===== config.mk =====
export PLATFORM = sky130hd
export DESIGN_NAME = fmul_result_fifo
export DESIGN_NICKNAME = d
export VERILOG_FILES = /design/src/rtl/fmul_result_fifo.sv
export SDC_FILE = /design/constraint.sdc
export NUM_CORES = 1
export LEC_CHECK = 0
export CAP_MARGIN = 20
export CORE_MARGIN = 5
export CORE_UTILIZATION = 54
export DETAILED_ROUTE_END_ITERATION = 8
export GPL_ROUTABILITY_DRIVEN = 0
export PLACE_DENSITY_LB_ADDON = 0.25
export SYNTH_ARGS = -nofsm -noshare
export SYNTH_HDL_FRONTEND = slang
export SYNTH_SLANG_ARGS = --single-unit
export TNS_END_PERCENT = 50

===== constraint.sdc =====
create_clock -name clk -period 2.9 [get_ports clk]
set_clock_uncertainty 0.1 [all_clocks]
set_input_delay 0.58 -clock clk [delete_from_list [all_inputs] [get_ports clk]]
set_output_delay 0.58 -clock clk [all_outputs]
set_load 0.005 [all_outputs]

===== src/rtl/fmul_result_fifo.sv =====
// fmul_result_fifo: first-word-fall-through queue for multiplier results with sticky overflow status.
// Optional macro FMUL_FTZ_EN flushes subnormal products to signed zero and adds sticky_unf.
module fmul_result_fifo #(
   parameter int DEPTH = 4,
   parameter int TAG_W = 5
) (
   input  logic                       clk,
   input  logic                       rstn,
   input  logic                       in_valid,
   output logic                       in_ready,
   input  logic [31:0]                in_y,
   input  logic                       in_ovf,
   input  logic [TAG_W-1:0]           in_tag,
   output logic                       out_valid,
   input  logic                       out_ready,
   output logic [31:0]                out_y,
   output logic                       out_ovf,
   output logic [TAG_W-1:0]           out_tag,
   output logic [$clog2(DEPTH+1)-1:0] count,
   output logic                       sticky_ovf,
`ifdef FMUL_FTZ_EN
   output logic                       sticky_unf,
`endif
   input  logic                       clr_sticky
);
   localparam int PW = $clog2(DEPTH);
   localparam int CW = $clog2(DEPTH+1);
   localparam int EW = 33 + TAG_W;
   logic [EW-1:0] mem [DEPTH];
   logic [EW-1:0] head;
   logic [PW-1:0] wr_ptr, rd_ptr;
   logic [31:0]   wy;
   logic          push, pop;
   assign in_ready  = count != CW'(DEPTH);
   assign out_valid = count != '0;
   assign push      = in_valid & in_ready;
   assign pop       = out_valid & out_ready;
`ifdef FMUL_FTZ_EN
   logic sub;
   assign sub = (in_y[30:23] == 8'd0) && (in_y[22:0] != 23'd0);
   assign wy  = sub ? {in_y[31], 31'd0} : in_y;
   always_ff @(posedge clk or negedge rstn)
      if (!rstn) sticky_unf <= 1'b0;
      else       sticky_unf <= (push & sub) | (sticky_unf & ~clr_sticky);
`else
   assign wy = in_y;
`endif
   always_ff @(posedge clk)
      if (push) mem[wr_ptr] <= {in_tag, in_ovf, wy};
   always_ff @(posedge clk or negedge rstn)
      if (!rstn) begin
         wr_ptr     <= '0;
         rd_ptr     <= '0;
         count      <= '0;
         sticky_ovf <= 1'b0;
      end else begin
         wr_ptr     <= push ? wr_ptr + PW'(1) : wr_ptr;
         rd_ptr     <= pop ? rd_ptr + PW'(1) : rd_ptr;
         count      <= count + CW'(push) - CW'(pop);
         sticky_ovf <= (push & in_ovf) | (sticky_ovf & ~clr_sticky);
      end
   // outputs read as zero while empty so reset leaves no stale data visible
   assign head    = out_valid ? mem[rd_ptr] : '0;
   assign out_y   = head[31:0];
   assign out_ovf = head[32];
   assign out_tag = head[EW-1:33];
endmodule

==> reports/metrics.yaml <==
clock-root-buffer: "clkbuf_16"
multiInputGateArea_um2: 1330
mostFrequentLayoutCells: "edfxtp_1 (152), clkdlybuf4s50_1 (60), and2_1 (39), mux4_2 (38), clkbuf_16 (18)"
final-setup-viol-count: 0
antenna_found_initial: 0
ios: 87
grt_max_degree: 36
clockBufferDepth: 2
cts_inserted_buffers: 17
drt-vias-per-instance: 5.45
cp-start-kind: "register"
rows: 39
nets: 438
initial_utilization_pct: 54.8
coreArea_um2: 11300
firstDrtPassIters: 4
seq_area_um2: 4770
wire_per_inst_um: 20.9
cts-hold-fix-buffers: 0
critPathKind: "register to output pin"
p_per_area_nw_per_um2: 1040
grt_use_total_pct: 17.5
grt_pass1_vias: 3277
synth.yosys.seq_area_share_pct: 76.8
totalNegativeSetupSlack_ps: 0
cp_slowest_stage_delay_ps: 510
r2r-start: "count[1]"
crit_required_ps: 2220
synth_area_leaders: "edfxtp_1 (74%), mux4_2 (14%), and2_1 (3.9%)"
grt_pass1_wl_mm: 17.0
synth_area_leader_cell: "edfxtp_1"
initialDrtViolationCount: 209
fp.dieW_um: 117
grt_overflow: 0
antennaDiodeCount: 0
syn_nets: 329
ys_ff_latch: 160
relSlewSlack_pct: 75.3
rsz0062_at_grt: "no"
worstPathArrival_ps: 2140
min_period_over_period_pct: 97.3
drv_slew: 0
max_freq_ghz: 0.354
ctsHtreeMaxLevel: 4
cts.sinks: 160
synth_warnings: 0
hpwl_mm: 6.69
drc: 0
path_max_fanout: 17
tightestPinTransition_ps: 369
synth_top_area_share_pct: 73.6
clkLatencyLatePin_ps: 410
die_y_um: 117
syn-cell-area_um2: 6200
synth_cell_types: 19
worstPathCellList: "buf_12 -> mux4_2 -> and2_1 -> clkdlybuf4s50_1"
die_area_um2: 13700
peakVddDrop_mv: 0.651
p_leak_nw: 2.83
worstReg2RegEnd: "count[2]"
reg2regPathDepth: 10
io_buffers: 86
cts_tree: "done"
finalWirelength_mm: 11.4
hold_path_class: "primary input to asynchronous set/reset pin"
outcome: "finished, final reports clean"
area_delta_synth_final_pct: 28.1
fin_crit_ps: 2820
drive_gt1_share_pct: 24.2
crit_slowest_cell: "mux4_2"
fillers: 732
dr_total_vias: 2963
maxCapViolations: 0
whs_ps: 345
endpoint_kind: "output pin"
r2r_slack_ps: 440
syn_area_per_cell_um2: 22.2
ant_nets: 0
layout_commonest_cell: "edfxtp_1"
hold_violations: 0
synthCells: 279
clkSlewWorstSetupHoldPaths_ps: 60
-- critical path, delay by kind of cell (launching register included) --
family | cells | cell delay (ps)
mux | 1 | 510
flops | 1 | 410
buf+inv | 2 | 640
simple gates | 1 | 160
-- worst max path at each step --
stage	endpoint	slack (ps)	startpoint	cells past startpoint
final	out_tag[2]	80	rd_ptr[0]	4
after detailed placement	count[2]	150	in_valid	10
after global placement	count[2]	220	in_valid	10
after global routing	out_y[27]	3	rd_ptr[0]	4
after CTS	out_y[7]	0.09	rd_ptr[0]	4
after floorplan	count[2]	520	count[1]	9
-- per-stage QoR --
step | std cells | instance area [um^2] | worst slack (ps) | utilization (%) | power [W]
2_1_floorplan | 279 | 6200 | 525 | - | 0.00483
3_3_place_gp | 508 | 7290 | 220 | 64.4 | 0.00620
3_5_place_dp | 508 | 7290 | 154 | 64.4 | 0.00627
4_1_cts | 540 | 7870 | 0.0875 | 69.5 | 0.00838
5_1_grt | 544 | 7950 | 2.55 | 70.2 | 0.00874
6_report | 544 | 7950 | 77.2 | 70.2 | 0.00830
-- state kept, by name (all words and copies together) (netlist names) --
name        cells
wr_ptr          2
mem           152
rd_ptr          2
count           3
sticky_ovf      1
-- cell usage after synthesis --
| master | instances |
|---|---|
| a22o_2 | 1 |
| and2_1 | 39 |
| and2_4 | 1 |
| and3_2 | 4 |
| buf_2 | 2 |
| buf_6 | 5 |
| clkbuf_1 | 6 |
| dfrtp_1 | 8 |
| edfxtp_1 | 152 |
| fa_1 | 1 |
| ha_1 | 6 |
| inv_1 | 7 |
| mux2_4 | 1 |
| mux4_2 | 38 |
| nand3_1 | 1 |
| or3_1 | 1 |
| or3b_4 | 1 |
| xnor2_1 | 4 |
| xor2_1 | 1 |
-- final cells by class --
type | count | area share [%]
Clock buffer | 17 | 5.35
Clock inverter | 15 | 2.13
Inverter | 7 | 0.331
Multi-Input combinational cell | 99 | 16.7
Sequential cell | 160 | 60.0
Tap cell | 143 | 2.25
Timing Repair Buffer | 103 | 13.2
-- layer usage --
layer	global-route usage [%]	part of all wire (%)	vias up
li1	-	-	1337
met1	21.6	41	1553
met2	29.7	53	63
met3	5.09	4.5	10
met4	6.19	0.97	0
met5	0	0	-
-- logic make-up after synthesis --
logic type,synth area share [%]
flops,76.8
simple gates,4.92
mux,14.0
buf+inv,1.86
fa+ha+maj,1.53
xor+xnor,0.706
compound gates,0.161
-- power breakdown --
group / switching (W) / internal [W] / total [W]
Combinational: 0.00120 / 0.00168 / 0.00288
Clock: 0.000858 / 0.00135 / 0.00221
Sequential: 0.000143 / 0.00307 / 0.00321
Total: 0.00220 / 0.00609 / 0.00830
-- repair_timing --
action,CTS,global route
pin swaps,0,0
buffers inserted,0,3
resized for setup,15,12
endpoints found under the setup margin,15,19
cloned,0,1
Power figures use the tool's default switching activity.
